===== src/rtl/mmio_pkg.sv =====
// mmio_pkg: shared state type, default error word and index-width helper
// for the MMIO bus router and its address decoder.
package mmio_pkg;

    typedef enum logic [1:0] {
        IDLE,
        ACCESS,
        RESP
    } state_t;

    localparam logic [31:0] ERR_DATA_DEF = 32'hDEAD_BEEF;

    // Bits needed to index n slaves, never less than one.
    function automatic int idx_width(input int n);
        int w;
        w = 1;
        while ((1 << w) < n) begin
            w++;
        end
        return w;
    endfunction

endpackage


===== src/rtl/mmio_bus_router_if.sv =====
// Bus interfaces for the MMIO router: mmio_cpu_if carries the CPU data port
// (master = CPU, slave = router); mmio_slv_if carries the shared slave bus
// (master = router, slave = peripherals).
interface mmio_cpu_if #(
    parameter int DATA_W = 32,
    parameter int ADDR_W = 32
);
    logic              cpu_req_i;
    logic              cpu_we_i;
    logic [ADDR_W-1:0] cpu_addr_i;
    logic [DATA_W-1:0] cpu_wdata_i;
    logic [DATA_W-1:0] cpu_rdata_o;
    logic              cpu_ready_o;
    logic              cpu_err_o;

    modport master (
        output cpu_req_i,
        output cpu_we_i,
        output cpu_addr_i,
        output cpu_wdata_i,
        input  cpu_rdata_o,
        input  cpu_ready_o,
        input  cpu_err_o
    );

    modport slave (
        input  cpu_req_i,
        input  cpu_we_i,
        input  cpu_addr_i,
        input  cpu_wdata_i,
        output cpu_rdata_o,
        output cpu_ready_o,
        output cpu_err_o
    );
endinterface

interface mmio_slv_if #(
    parameter int NUM_SLAVES = 4,
    parameter int DATA_W     = 32,
    parameter int REGION_W   = 10
);
    logic [NUM_SLAVES-1:0]        s_sel_o;
    logic                         s_we_o;
    logic [REGION_W-1:0]          s_addr_o;
    logic [DATA_W-1:0]            s_wdata_o;
    logic [NUM_SLAVES*DATA_W-1:0] s_rdata_i;
    logic [NUM_SLAVES-1:0]        s_ready_i;

    modport master (
        output s_sel_o,
        output s_we_o,
        output s_addr_o,
        output s_wdata_o,
        input  s_rdata_i,
        input  s_ready_i
    );

    modport slave (
        input  s_sel_o,
        input  s_we_o,
        input  s_addr_o,
        input  s_wdata_o,
        output s_rdata_i,
        output s_ready_i
    );
endinterface


===== src/rtl/mmio_addr_decode.sv =====
// mmio_addr_decode: combinational CPU address -> {mapped, idx, onehot}.
// Ports: addr in; mapped, idx (slave index), onehot (slave select) out.
module mmio_addr_decode
    import mmio_pkg::*;
#(
    parameter  int NUM_SLAVES = 4,
    parameter  int ADDR_W     = 32,
    parameter  int REGION_W   = 10,
    localparam int IDX_W      = idx_width(NUM_SLAVES)
) (
    input  logic [ADDR_W-1:0]     addr,
    output logic                  mapped,
    output logic [IDX_W-1:0]      idx,
    output logic [NUM_SLAVES-1:0] onehot
);

    localparam int HI_LSB = REGION_W + IDX_W;

    logic upper_zero;
    logic in_range;
    logic unused_low;

    assign idx        = addr[REGION_W +: IDX_W];
    // Anything above the index field must be zero for a valid window.
    assign upper_zero = (addr >> HI_LSB) == '0;
    assign in_range   = int'(idx) < NUM_SLAVES;
    assign mapped     = upper_zero & in_range;
    assign onehot     = mapped ? (NUM_SLAVES'(1) << idx) : '0;

    // Offset bits are handled by the router, not the decoder.
    assign unused_low = ^addr[REGION_W-1:0];

endmodule


===== src/rtl/mmio_bus_router.sv =====
// mmio_bus_router: routes CPU MMIO accesses to one of NUM_SLAVES slaves with
// registered one-hot select, ready wait states, timeout and sticky error log.
// Ports: clk, reset; cpu (CPU data port); slv (shared slave bus);
// err_clr_i in; err_o, err_addr_o, err_count_o sticky error status out.
module mmio_bus_router
    import mmio_pkg::*;
#(
    parameter int              NUM_SLAVES = 4,
    parameter int              DATA_W     = 32,
    parameter int              ADDR_W     = 32,
    parameter int              REGION_W   = 10,
    parameter int              TIMEOUT    = 16,
    parameter logic [DATA_W-1:0] ERR_DATA = DATA_W'(ERR_DATA_DEF)
) (
    input  logic              clk,
    input  logic              reset,
    mmio_cpu_if.slave         cpu,
    mmio_slv_if.master        slv,
    input  logic              err_clr_i,
    output logic              err_o,
    output logic [ADDR_W-1:0] err_addr_o,
    output logic [7:0]        err_count_o
);

    localparam int IDX_W = idx_width(NUM_SLAVES);
    localparam int TMR_W = $clog2(TIMEOUT);
    localparam logic [TMR_W-1:0] TMR_LAST = TMR_W'(TIMEOUT - 1);

    state_t state_q;
    state_t state_d;

    logic                  dec_mapped;
    logic [IDX_W-1:0]      dec_idx;
    logic [NUM_SLAVES-1:0] dec_onehot;

    logic [NUM_SLAVES-1:0] sel_q;
    logic [IDX_W-1:0]      idx_q;
    logic                  we_q;
    logic [REGION_W-1:0]   off_q;
    logic [DATA_W-1:0]     wdata_q;
    logic [DATA_W-1:0]     rdata_q;
    logic [ADDR_W-1:0]     addr_q;
    logic                  err_q;
    logic [TMR_W-1:0]      tmr_q;

    logic                  accept;
    logic                  done_ok;
    logic                  done_err;
    logic                  hit;
    logic                  expire;
    logic                  log_err;
    logic [ADDR_W-1:0]     log_addr;
    logic [DATA_W-1:0]     slv_rdata;
    logic                  resp;

    mmio_addr_decode #(
        .NUM_SLAVES (NUM_SLAVES),
        .ADDR_W     (ADDR_W),
        .REGION_W   (REGION_W)
    ) u_dec (
        .addr   (cpu.cpu_addr_i),
        .mapped (dec_mapped),
        .idx    (dec_idx),
        .onehot (dec_onehot)
    );

    // Masking with the live select discards ready from other slaves.
    assign hit       = |(slv.s_ready_i & sel_q);
    assign expire    = tmr_q == TMR_LAST;
    assign slv_rdata = slv.s_rdata_i[int'(idx_q)*DATA_W +: DATA_W];

    always_ff @(posedge clk) begin
        if (reset) begin
            state_q <= IDLE;
        end else begin
            state_q <= state_d;
        end
    end

    always_comb begin
        state_d  = state_q;
        accept   = 1'b0;
        done_ok  = 1'b0;
        done_err = 1'b0;
        unique case (state_q)
            IDLE: begin
                if (cpu.cpu_req_i) begin
                    accept  = 1'b1;
                    state_d = dec_mapped ? ACCESS : RESP;
                end
            end
            ACCESS: begin
                // Ready is checked first so it wins on the timeout cycle.
                if (hit) begin
                    done_ok = 1'b1;
                    state_d = RESP;
                end else if (expire) begin
                    done_err = 1'b1;
                    state_d  = RESP;
                end
            end
            RESP: begin
                state_d = IDLE;
            end
            default: begin
                state_d = IDLE;
            end
        endcase
    end

    always_ff @(posedge clk) begin
        if (reset) begin
            sel_q   <= '0;
            idx_q   <= '0;
            we_q    <= 1'b0;
            off_q   <= '0;
            wdata_q <= '0;
            rdata_q <= '0;
            addr_q  <= '0;
            err_q   <= 1'b0;
            tmr_q   <= '0;
        end else begin
            if (accept) begin
                sel_q   <= dec_onehot;
                idx_q   <= dec_idx;
                we_q    <= cpu.cpu_we_i;
                off_q   <= cpu.cpu_addr_i[REGION_W-1:0];
                wdata_q <= cpu.cpu_wdata_i;
                addr_q  <= cpu.cpu_addr_i;
                tmr_q   <= '0;
                err_q   <= ~dec_mapped;
                rdata_q <= dec_mapped ? '0 : ERR_DATA;
            end
            if (state_q == ACCESS) begin
                tmr_q <= tmr_q + 1'b1;
                if (done_ok) begin
                    sel_q   <= '0;
                    err_q   <= 1'b0;
                    rdata_q <= we_q ? '0 : slv_rdata;
                end else if (done_err) begin
                    sel_q   <= '0;
                    err_q   <= 1'b1;
                    rdata_q <= ERR_DATA;
                end
            end
        end
    end

    // Errors are logged on the edge that enters RESP with an error.
    assign log_err  = (accept & ~dec_mapped) | done_err;
    assign log_addr = accept ? cpu.cpu_addr_i : addr_q;

    always_ff @(posedge clk) begin
        if (reset) begin
            err_o       <= 1'b0;
            err_addr_o  <= '0;
            err_count_o <= '0;
        end else if (log_err) begin
            err_o      <= 1'b1;
            err_addr_o <= log_addr;
            if (err_clr_i) begin
                err_count_o <= 8'd1;
            end else if (err_count_o != 8'hFF) begin
                err_count_o <= err_count_o + 8'd1;
            end
        end else if (err_clr_i) begin
            err_o       <= 1'b0;
            err_count_o <= '0;
        end
    end

    assign resp            = state_q == RESP;
    assign cpu.cpu_ready_o = resp;
    assign cpu.cpu_err_o   = resp & err_q;
    assign cpu.cpu_rdata_o = resp ? rdata_q : '0;

    assign slv.s_sel_o   = sel_q;
    assign slv.s_we_o    = we_q;
    assign slv.s_addr_o  = off_q;
    assign slv.s_wdata_o = wdata_q;

endmodule


===== src/flat_wrapper.sv =====
// flat-port wrapper written by rule: the top's interface ports become plain ports
module mmio_bus_router_flat import mmio_pkg::*;
#(
    parameter int              NUM_SLAVES = 4,
    parameter int              DATA_W     = 32,
    parameter int              ADDR_W     = 32,
    parameter int              REGION_W   = 10,
    parameter int              TIMEOUT    = 16,
    parameter logic [DATA_W-1:0] ERR_DATA = DATA_W'(ERR_DATA_DEF)
)
  (clk, reset, err_clr_i, err_o, err_addr_o, err_count_o, cpu_cpu_req_i, cpu_cpu_we_i, cpu_cpu_addr_i, cpu_cpu_wdata_i, cpu_cpu_rdata_o, cpu_cpu_ready_o, cpu_cpu_err_o, slv_s_sel_o, slv_s_we_o, slv_s_addr_o, slv_s_wdata_o, slv_s_rdata_i, slv_s_ready_i);
  mmio_cpu_if #(.DATA_W(DATA_W), .ADDR_W(ADDR_W)) cpu_i ();
  mmio_slv_if #(.NUM_SLAVES(NUM_SLAVES), .DATA_W(DATA_W), .REGION_W(REGION_W)) slv_i ();
  input  logic clk;
  input  logic reset;
  input  logic err_clr_i;
  output logic err_o;
  output logic [ADDR_W-1:0] err_addr_o;
  output logic [7:0] err_count_o;
  input wire logic [$bits(cpu_i.cpu_req_i)-1:0] cpu_cpu_req_i;
  input wire logic [$bits(cpu_i.cpu_we_i)-1:0] cpu_cpu_we_i;
  input wire logic [$bits(cpu_i.cpu_addr_i)-1:0] cpu_cpu_addr_i;
  input wire logic [$bits(cpu_i.cpu_wdata_i)-1:0] cpu_cpu_wdata_i;
  output wire logic [$bits(cpu_i.cpu_rdata_o)-1:0] cpu_cpu_rdata_o;
  output wire logic [$bits(cpu_i.cpu_ready_o)-1:0] cpu_cpu_ready_o;
  output wire logic [$bits(cpu_i.cpu_err_o)-1:0] cpu_cpu_err_o;
  output wire logic [$bits(slv_i.s_sel_o)-1:0] slv_s_sel_o;
  output wire logic [$bits(slv_i.s_we_o)-1:0] slv_s_we_o;
  output wire logic [$bits(slv_i.s_addr_o)-1:0] slv_s_addr_o;
  output wire logic [$bits(slv_i.s_wdata_o)-1:0] slv_s_wdata_o;
  input wire logic [$bits(slv_i.s_rdata_i)-1:0] slv_s_rdata_i;
  input wire logic [$bits(slv_i.s_ready_i)-1:0] slv_s_ready_i;
  assign cpu_i.cpu_req_i = cpu_cpu_req_i;
  assign cpu_i.cpu_we_i = cpu_cpu_we_i;
  assign cpu_i.cpu_addr_i = cpu_cpu_addr_i;
  assign cpu_i.cpu_wdata_i = cpu_cpu_wdata_i;
  assign cpu_cpu_rdata_o = cpu_i.cpu_rdata_o;
  assign cpu_cpu_ready_o = cpu_i.cpu_ready_o;
  assign cpu_cpu_err_o = cpu_i.cpu_err_o;
  assign slv_s_sel_o = slv_i.s_sel_o;
  assign slv_s_we_o = slv_i.s_we_o;
  assign slv_s_addr_o = slv_i.s_addr_o;
  assign slv_s_wdata_o = slv_i.s_wdata_o;
  assign slv_i.s_rdata_i = slv_s_rdata_i;
  assign slv_i.s_ready_i = slv_s_ready_i;
  mmio_bus_router #(.NUM_SLAVES(NUM_SLAVES), .DATA_W(DATA_W), .ADDR_W(ADDR_W), .REGION_W(REGION_W), .TIMEOUT(TIMEOUT), .ERR_DATA(ERR_DATA)) u_core (.clk(clk), .reset(reset), .cpu(cpu_i), .slv(slv_i), .err_clr_i(err_clr_i), .err_o(err_o), .err_addr_o(err_addr_o), .err_count_o(err_count_o));
endmodule

===== config.mk =====
export PLATFORM = sky130hd
export DESIGN_NAME = mmio_bus_router_flat
export DESIGN_NICKNAME = d
export VERILOG_FILES = /design/src/rtl/mmio_pkg.sv /design/src/rtl/mmio_bus_router_if.sv /design/src/rtl/mmio_addr_decode.sv /design/src/rtl/mmio_bus_router.sv /design/src/flat_wrapper.sv
export SDC_FILE = /design/constraint.sdc
export NUM_CORES = 1
export LEC_CHECK = 0
export ABC_AREA = 1
export CORE_MARGIN = 3
export CORE_UTILIZATION = 43
export DETAILED_ROUTE_END_ITERATION = 10
export HOLD_SLACK_MARGIN = 0.12
export PLACE_DENSITY = 0.82
export SETUP_SLACK_MARGIN = 0.1
export SKIP_LAST_GASP = 1
export SLEW_MARGIN = 15
export SYNTH_ARGS = -nofsm -noshare
export SYNTH_HDL_FRONTEND = slang
export SYNTH_HIERARCHICAL = 1
export SYNTH_SLANG_ARGS = --single-unit

===== constraint.sdc =====
create_clock -name clk -period 2.45 [get_ports clk]
set_clock_uncertainty 0.15 [all_clocks]
set_input_delay 0.6125 -clock clk [delete_from_list [all_inputs] [get_ports clk]]
set_output_delay 0.6125 -clock clk [all_outputs]
set_load 0.005 [all_outputs]

After elaboration in Yosys (flattened, before gate mapping)
Cells that the tools add are included.

word-level totals
  bits in registers = 161
  logic and storage cells = 73
  input bits = 201

operators by class
  reductions and logical operators = 8
  shift operators = 2
  mux-type cells = 37
  add/subtract/negate cells = 2
  equality and inequality tests = 6
  bitwise logic cells = 5

operator list
  operator             number
  $mux 32              8
  $shiftx 128x8->32    1
  $logic_not 32->1     1
  $mux 8               4
  $mux 4               7
  $mux 1               13
  $add 8x1->8 const B  1
  $mux 2               4
  $ne 8x8->1 const B   1
  $reduce_bool 2->1    3
  $add 4x1->4 const B  1
  $and 4x4->4          1
  $eq 4x4->1 const B   1
  $pmux 2 s2           1
  $reduce_and 2->1     2
  $reduce_or 4->1      1
  $shl 1x2->4 const A  1
  $ne 3x1->1 const B   1
  $and 1x1->1          2
  $eq 2x1->1 const B   1
  $eq 2x2->1 const B   1
  $logic_not 2->1      1
  $ne 2x2->1 const B   1
  $not 1->1            1
  $or 1x1->1           1

Longest topological paths before layout
Gate-level depths: netlist of run 1.

  word-level depth = 7
  depth in mapped cells = 12

Cells and area by module
The synthesis of run 1 kept the hierarchy.

by module, submodules not included
  module            area each (µm²)  instances  cells each
  mmio_bus_router   7,234.4          1          1,073
  mmio_addr_decode  137.6            1          31

Worst setup path after synthesis of run 1
OpenSTA, ideal clock, no wires.

  path kind = input to register
  start = input cpu_cpu_addr_i[29]
  end = register u_core.rdata_q[19]
  stages on the path = 11
  data required time = 2,168 ps
  slack = 486 ps
  path buffers = 1
  arrival time = 1,682 ps
  library setup time = 132 ps
  cell sequence = nor2_1 -> nand2_1 -> nor2_2 -> nand3_2 -> inv_1 -> inv_1 -> nand2_1 -> nand2_4 -> buf_6 -> o21ai_0 -> a21oi_1

between the ends
  word-level cells in the longest chain between the ends = 6

ends and longest elaborated chain
  element                      RTL line                RTL
  start: declaration           flat_wrapper.sv:22      input wire logic [$bits(cpu_i.cpu_addr_i)-1:0] cpu_cpu_addr_i;
  $logic_not 32->1 *           mmio_addr_decode.sv:25  assign upper_zero = (addr >> HI_LSB) == '0;
  named net u_core.dec_mapped  mmio_bus_router.sv:32   logic dec_mapped;
  $mux 32 *                    mmio_bus_router.sv:132  rdata_q <= dec_mapped ? '0 : ERR_DATA;
  $mux 32 *                    mmio_bus_router.sv:123  if (accept) begin
  $mux 32                      mmio_bus_router.sv:140  end else if (done_err) begin
  $mux 32                      mmio_bus_router.sv:136  if (done_ok) begin
  $mux 32 *                    mmio_bus_router.sv:134  if (state_q == ACCESS) begin
  end signal: assignment       mmio_bus_router.sv:132
  end signal: assignment       mmio_bus_router.sv:139  rdata_q <= we_q ? '0 : slv_rdata;
  end: declaration             mmio_bus_router.sv:41   logic [DATA_W-1:0] rdata_q;

Mark *: on every way through the listed nets, which the timed path passes. The rest lies on a longest branch.
A chain may end at the register's enable or synchronous reset.

Final worst setup path of run 1
  start = register u_core.state_q[1]
  end = output cpu_cpu_rdata_o[8]

between the ends
  word-level cells in the longest chain between the ends = 2

ends and longest elaborated chain
  element                   RTL line                RTL
  start: declaration        mmio_bus_router.sv:29   state_t state_q;
  start signal: assignment  mmio_bus_router.sv:76   state_q <= state_d;
  $eq 2x2->1                mmio_bus_router.sv:172  assign resp = state_q == RESP;
  $mux 32                   mmio_bus_router.sv:175  assign cpu.cpu_rdata_o = resp ? rdata_q : '0;
  end: declaration          flat_wrapper.sv:24      output wire logic [$bits(cpu_i.cpu_rdata_o)-1:0] cpu_cpu_rdata_o;

Every way passes these cells.

==> results.md, run 1 <==
* Result of the run: complete, no violations
* Std-Cell Rows at 47
* Ranking of synthesized cells by area: sky130_fd_sc_hd__dfxtp_1 44%, sky130_fd_sc_hd__nor2_1 14%, sky130_fd_sc_hd__nand2_1 10%
* Number of enable-type register cells in the synthesized netlist at 0
* Pre-CTS worst setup slack at -0.110 ns
* DR pass1 iterations at 5
* Number of max-slew violations in the final report at 0
* Maximum level of the CTS H-tree at 4
* Worst hold-check path type: flop to flop
* Routed len/inst at 16.1 um
* GRT Total Usage at a little over a quarter
* Number of buffers added by the clock tree synthesis step at 17
* Transition time at the pin with the least slew margin at between 0.5 and 0.6 ns
* Antenna cell count at 0
* Detail Placement HPWL at between 15000 and 20000 um
* Area growth from synthesis to layout at 55.9%
* Die height at ~140 um
* Routed length on met1 at 10000 um
* Worst-path clk slew at around 0.07 ns
* Final count of hold timing violations at 0
* Buffer cell driving the clock tree root: sky130_fd_sc_hd__clkbuf_16
* TritonCTS clock tree: built
* Beginning of the critical path: u_core/state_q[1]
* Global-route wire length before repair at about 40000 um
* Post-route antenna net violation count at 0
* Die outline area at ~0.019 mm^2
* Leading register cell type out of synthesis: sky130_fd_sc_hd__dfxtp_1
* I/O pin count at ~320
* Core outline area at roughly 0.017 mm^2
* Via count of the first global-routing pass at about 8000
* Maximum VDD drop at about 440 uV
* Minimum clock period at around 2.3 ns
* Flip-flop and latch count after synthesis at between 150 and 200
* Number of nets in the layout at about 1600
* Worst r2r src: u_core/err_count_o[0]
* Count of buffers from port buffering at 322
* Post-CTS Repair Setup Buffers at 0
* Number of setup violations in the final report at 0
* Cell area after technology mapping at 0.00737 mm^2
* Latest clock arrival within the worst-skew pair at roughly 0.42 ns
* Starting DRT DRC Count at between 400 and 500
* Maximum achievable frequency at 0.442 GHz
* Final worst-path cycle share at ~92%
* Vias at between 8000 and 9000
* Sort of element at the start of the critical path: flop
* Wirelength, routed at 26500 um
* Commonest cells after routing, fill and taps aside: 288 x sky130_fd_sc_hd__clkdlybuf4s50_1, 258 x sky130_fd_sc_hd__nor2_1, 203 x sky130_fd_sc_hd__nand2_1
* Proportion of synthesized flip-flops having asynchronous set or reset at 0%
* Number of distinct library cells after synthesis at 28
* Pwr/cell area at between 500 and 600 mW/mm^2
* Share of Yosys cell area claimed by the top area cell type at 43.7%
* Synthesized area divided by synthesized cell count at approximately 6.7 um^2
* Sequential area share after synthesis at ~44%
* Warnings, synthesis at 6
* Largest net degree at the start of global routing at 53
* Fraction of final layout cells with drive strength greater than 1 at a little under a tenth
* Met2 wire length at between 10000 and 15000 um
* Post-layout util at 68.8%
* Top layer used by detailed routing: met4
* Antenna violations before repair at 0
* Max-capacitance violation count at 0
* Placer congestion estimate at between 0.8 and 0.9
* Number of remaining DRC errors at 0
* Dominant cell type by area after synthesis: sky130_fd_sc_hd__dfxtp_1
* Clock Tree Buf Depth at 2
* Critical path endpoint category: primary output
* Clock sink total at around 160
* Synthesized instance count at approximately 1100
* Most common cell after layout, fill and taps aside: sky130_fd_sc_hd__clkdlybuf4s50_1
* Final critical-path setup slack at 0.188 ns
* Setup Crit Path Kind: flop to primary output
* Net Count, Synth at approximately 1300
* Worst Path Max Fanout at 9
* Worst hold path startpoint: u_core/slv.s_addr_o[5]
* Leak pwr at about 4.7 nW
* Required time of the critical path at 1.69 ns
* Initial core utilization at ~44%
* Data arrival time of the worst path at 1.50 ns
* Met3 routed wirelength at approximately 3000 um
* Unrepaired setup endpoints after global routing: yes
* Ratio of routed vias to standard cells at 5.08
* Remaining global-route overflow at 0
* Max-slew headroom at about 66%
* Width of the die at 137 um
[per-layer routing]
metal	up-vias	global-route usage, %
met5	-	0
met4	0	8.76
met3	36	12.4
met2	315	47.4
met1	3822	29.6
li1	4169	-
[flip-flops by register name, summed over array words and instances, names as in the netlist, 2 cells and up]
| signal | flops |
|---|---|
| u_core/addr_q | 32 |
| u_core/err_addr_o | 32 |
| u_core/err_count_o | 8 |
| u_core/idx_q | 2 |
| u_core/rdata_q | 32 |
| u_core/slv.s_addr_o | 10 |
| u_core/slv.s_sel_o | 4 |
| u_core/slv.s_wdata_o | 32 |
| u_core/state_q | 2 |
| u_core/tmr_q | 4 |
[final timing paths]
path                                               end  slack (ns)  cells past startpoint
worst min-delay path            u_core/slv.s_addr_o[5]        0.31                      2
worst max register to register   u_core/err_count_o[0]        0.56                     10
worst max-delay path                cpu_cpu_rdata_o[8]        0.19                      6
worst min register to register  u_core/slv.s_addr_o[5]        0.31                      2
[cell families (layout without fill, tap and decap cells)]
group	count (synthesis)	count (layout)	synth area share [%]
simple gates	524	524	28.2
compound gates	272	272	19.1
flops	161	161	43.7
buf+inv	144	463	8.49
fa+ha+maj	2	2	0.339
xor+xnor	1	1	0.119
[through the flow]
| stage | power (mW) | hold slack (ns) | TNS (ns) | instances | instance area, um^2 |
|---|---|---|---|---|---|
| final | 6.67 | 0.313 | 0 | 1643 | 11500 |
| after floorplan | 3.45 | 0.297 | 0 | 1104 | 7370 |
| after global placement | 4.19 | 0.296 | -2.04 | 1609 | 10900 |
| after global routing | 6.99 | 0.335 | 0 | 1643 | 11500 |
| after CTS | 6.72 | 0.314 | 0 | 1643 | 11500 |
| after detailed placement | 4.22 | 0.305 | -4.31 | 1609 | 10900 |
[timing repair]
item	4_1_cts	5_1_grt
pin swaps	1	1
resized for setup	109	8
gates cloned	2	0
hold buffers	0	0
setup endpoints to repair	33	23
[cell usage after synthesis (7+ instances only)]
cell type	number
sky130_fd_sc_hd__clkbuf_1	47
sky130_fd_sc_hd__dfxtp_1	161
sky130_fd_sc_hd__a21oi_1	89
sky130_fd_sc_hd__nand2_1	203
sky130_fd_sc_hd__buf_2	11
sky130_fd_sc_hd__nand3_1	36
sky130_fd_sc_hd__buf_6	7
sky130_fd_sc_hd__inv_1	66
sky130_fd_sc_hd__o21ai_0	147
sky130_fd_sc_hd__nor2_1	269
sky130_fd_sc_hd__o22ai_1	30
[final cells by class]
class / count / area, um^2
Sequential cell: 161 / 3230
Timing Repair Buffer: 362 / 3610
Clock inverter: 15 / 128
Multi-Input combinational cell: 799 / 3570
Clock buffer: 17 / 425
Tap cell: 220 / 275
Inverter: 69 / 263
Fill cell: 1419 / 5210
[worst max-delay path: stages (launching register included)]
cell	delay [ns]
sky130_fd_sc_hd__dfxtp_2	0.33
sky130_fd_sc_hd__inv_2	0.05
sky130_fd_sc_hd__nor2_4	0.12
sky130_fd_sc_hd__inv_4	0.08
sky130_fd_sc_hd__buf_12	0.15
sky130_fd_sc_hd__nor2_4	0.09
sky130_fd_sc_hd__dlygate4sd2_1	0.24
[where the power goes]
group          total, mW  switching (mW)  internal (mW)
registers           2.86          0.0763           2.78
logic               1.32           0.613          0.711
clock network       2.49            1.16           1.32
total               6.67            1.85           4.81
(Power assumes the default switching activity.)
==> run 2, diff against run 1 <==
--- a/config.mk
+++ b/config.mk
@@ -6,7 +6,6 @@
 export NUM_CORES = 1
 export LEC_CHECK = 0
 export ABC_AREA = 1
-export CORE_MARGIN = 3
 export CORE_UTILIZATION = 43
 export DETAILED_ROUTE_END_ITERATION = 10
 export HOLD_SLACK_MARGIN = 0.12
==> run 2 against run 1 <==
  * Die area down 5.8%
  * Flip-flop and latch count unchanged
  * Critical endpoint is now cpu_cpu_rdata_o[11]
  * Critical path type unchanged
  * Global-route usage up 1.8 points
==> results.md, run 2 (synthesis results as in run 1) <==
* Met2 usage at between 50% and 60%
* Global-route wire length before repair at just over 40000 um
* Data arrival time of the worst path at approximately 1.5 ns
* Pwr/cell area at ~600 mW/mm^2
* Vias at between 8000 and 9000
* Clock Tree Buf Depth at 2
* Sort of element at the start of the critical path: flop
* DR pass1 iterations at 5
* Detail Placement HPWL at approximately 18000 um
* Global routing usage on met3 at a little under a tenth
* Remaining global-route overflow at 0
* Width of the die at around 130 um
* Number of max-slew violations in the final report at 0
* Final Total Pwr at 6.96 mW
* Number of nets in the layout at roughly 1600
* Total placed cells including tap cells at 1616
* Max-slew headroom at between 50 and 60%
* Maximum achievable frequency at between 0.4 and 0.5 GHz
* Die outline area at 0.0177 mm^2
* Critical path endpoint category: primary output
* Beginning of the critical path: u_core/state_q[1]
* Leak pwr at 4.78 nW
* Area after DPL at 0.0109 mm^2
* Max-capacitance violation count at 0
* Clock sink total at approximately 160
* Worst hold path startpoint: u_core/slv.s_addr_o[7]
* Count of non-filler cells in the finished layout at 1653
* Wirelength, routed at ~26000 um
* Antenna violations before repair at 2
* Unrepaired setup endpoints after global routing: yes
* Starting DRT DRC Count at ~430
* Final worst-path cycle share at 93.3%
* Most heavily used metal layer in global routing: met2
* Transition time at the pin with the least slew margin at between 0.6 and 0.7 ns
* Final count of hold timing violations at 0
* Fraction of final layout cells with drive strength greater than 1 at 8.74%
* Largest incremental delay on the critical path at 0.33 ns
* Die height at between 100 and 150 um
* Number of setup violations in the final report at 0
* Largest net degree at the start of global routing at 58
* Crit path cell chain: inv_1, nor2_4, inv_6, buf_4, nor2_1, dlygate4sd2_1
* Final critical-path setup slack at 0.164 ns
* FILL cells at 1429
* Commonest cells after routing, fill and taps aside: 287 x sky130_fd_sc_hd__clkdlybuf4s50_1, 263 x sky130_fd_sc_hd__nor2_1, 203 x sky130_fd_sc_hd__nand2_1
* Routed len/inst at between 15 and 20 um
* Worst r2r src: u_core/state_q[0]
* Worst hold-check path type: flop to flop
* Pre-CTS worst setup slack at -0.159 ns
* Ratio of routed vias to standard cells at about 5
* Area growth from synthesis to layout at 56.0%
* TritonCTS clock tree: built
* Total Negative Setup Slacks at 0 ns
* Worst-path clk slew at roughly 0.060 ns
* Worst Path Max Fanout at 8
* Minimum clock period at around 2.3 ns
* I/O pin count at about 320
* GRT Total Usage at between 20% and 30%
* Core outline area at between 0.015 and 0.02 mm^2
* Post-layout util at 69.1%
* Worst Path Buf+Inv at 4
* Via count of the first global-routing pass at just over 8000
* Placer congestion estimate at approximately 0.85
* Maximum level of the CTS H-tree at 4
* Required time of the critical path at roughly 1.7 ns
* Post-route antenna net violation count at 0
* Gate family responsible for the most delay along the worst path: buffers and inverters
* Initial core utilization at between 40 and 50%
* Setup Crit Path Kind: flop to primary output
* Slowest library cell on the worst path: sky130_fd_sc_hd__dfxtp_1
* Maximum VDD drop at roughly 500 uV
* Count of buffers from port buffering at approximately 320
* Result of the run: complete, no violations
* Number of buffers added by the clock tree synthesis step at 17
* Hold-fix buffers at CTS at 0
* Latest clock arrival within the worst-skew pair at 0.42 ns
* Final worst hold slack at roughly 0.31 ns
* Std-Cell Rows at 47
* Final design instance area without fill at 0.0115 mm^2
* Number of remaining DRC errors at 0
* Most common cell after layout, fill and taps aside: sky130_fd_sc_hd__clkdlybuf4s50_1
* GR met1 Demand/Resource at around a third
* Buffer cell driving the clock tree root: sky130_fd_sc_hd__clkbuf_16
==> run 2: cell count changes in the layout (fill, tap and decap cells not counted), moves of 6 or more <==
cell / previous run / this run
sky130_fd_sc_hd__buf_2: 17 / 2
sky130_fd_sc_hd__buf_4: 27 / 40
sky130_fd_sc_hd__clkbuf_2: 2 / 20
sky130_fd_sc_hd__clkdlybuf4s15_2: 6 / 0
==> run 2: power breakdown <==
group          internal [mW]  switching [mW]
sequential              2.78          0.0721
clock                   1.69            1.10
combinational          0.699           0.618
total                   5.17            1.79
==> run 2: timing repair <==
action                     in CTS  in global routing
setup buffers                   2                  1
gates resized for setup        41                 59
setup endpoints to repair      33                 35
pin swaps                       0                  0
==> run 2: final cells by class <==
cell class / instances / area [um^2] / area share (%)
well taps: 220 / 275 / 2.39
clock inverters: 11 / 149 / 1.29
flip-flops and latches: 161 / 3220 / 28.0
multi-input cells: 799 / 3550 / 30.9
diodes: 2 / 5.00 / 0.0435
clock buffers: 21 / 470 / 4.09
repair buffers: 370 / 3560 / 30.9
inverters: 69 / 265 / 2.31
==> run 2: final timing paths <==
path                            endpoint  slack, ns  cells past startpoint
setup / recovery     cpu_cpu_rdata_o[11]       0.16                      6
hold / removal    u_core/slv.s_addr_o[7]       0.31                      2
setup reg to reg      u_core/rdata_q[23]       0.52                      7
hold reg to reg   u_core/slv.s_addr_o[7]       0.31                      2
==> run 2: tightest hold or removal path: cells and delay by family, from the launching register on <==
family | cells | cell delay, ns
and+or+nand+nor | 1 | 0.06
DFF | 1 | 0.31
AOI/OAI and AO/OA | 1 | 0.05
==> run 2: routing by layer <==
| layer | wire length, um | part of all wire, % | vias up |
|---|---|---|---|
| li1 | - | - | 4178 |
| met1 | 10100 | 39 | 3861 |
| met2 | 12600 | 49 | 338 |
| met3 | 2490 | 9.7 | 34 |
| met4 | 592 | 2.3 | 0 |
| met5 | 0 | 0 | - |
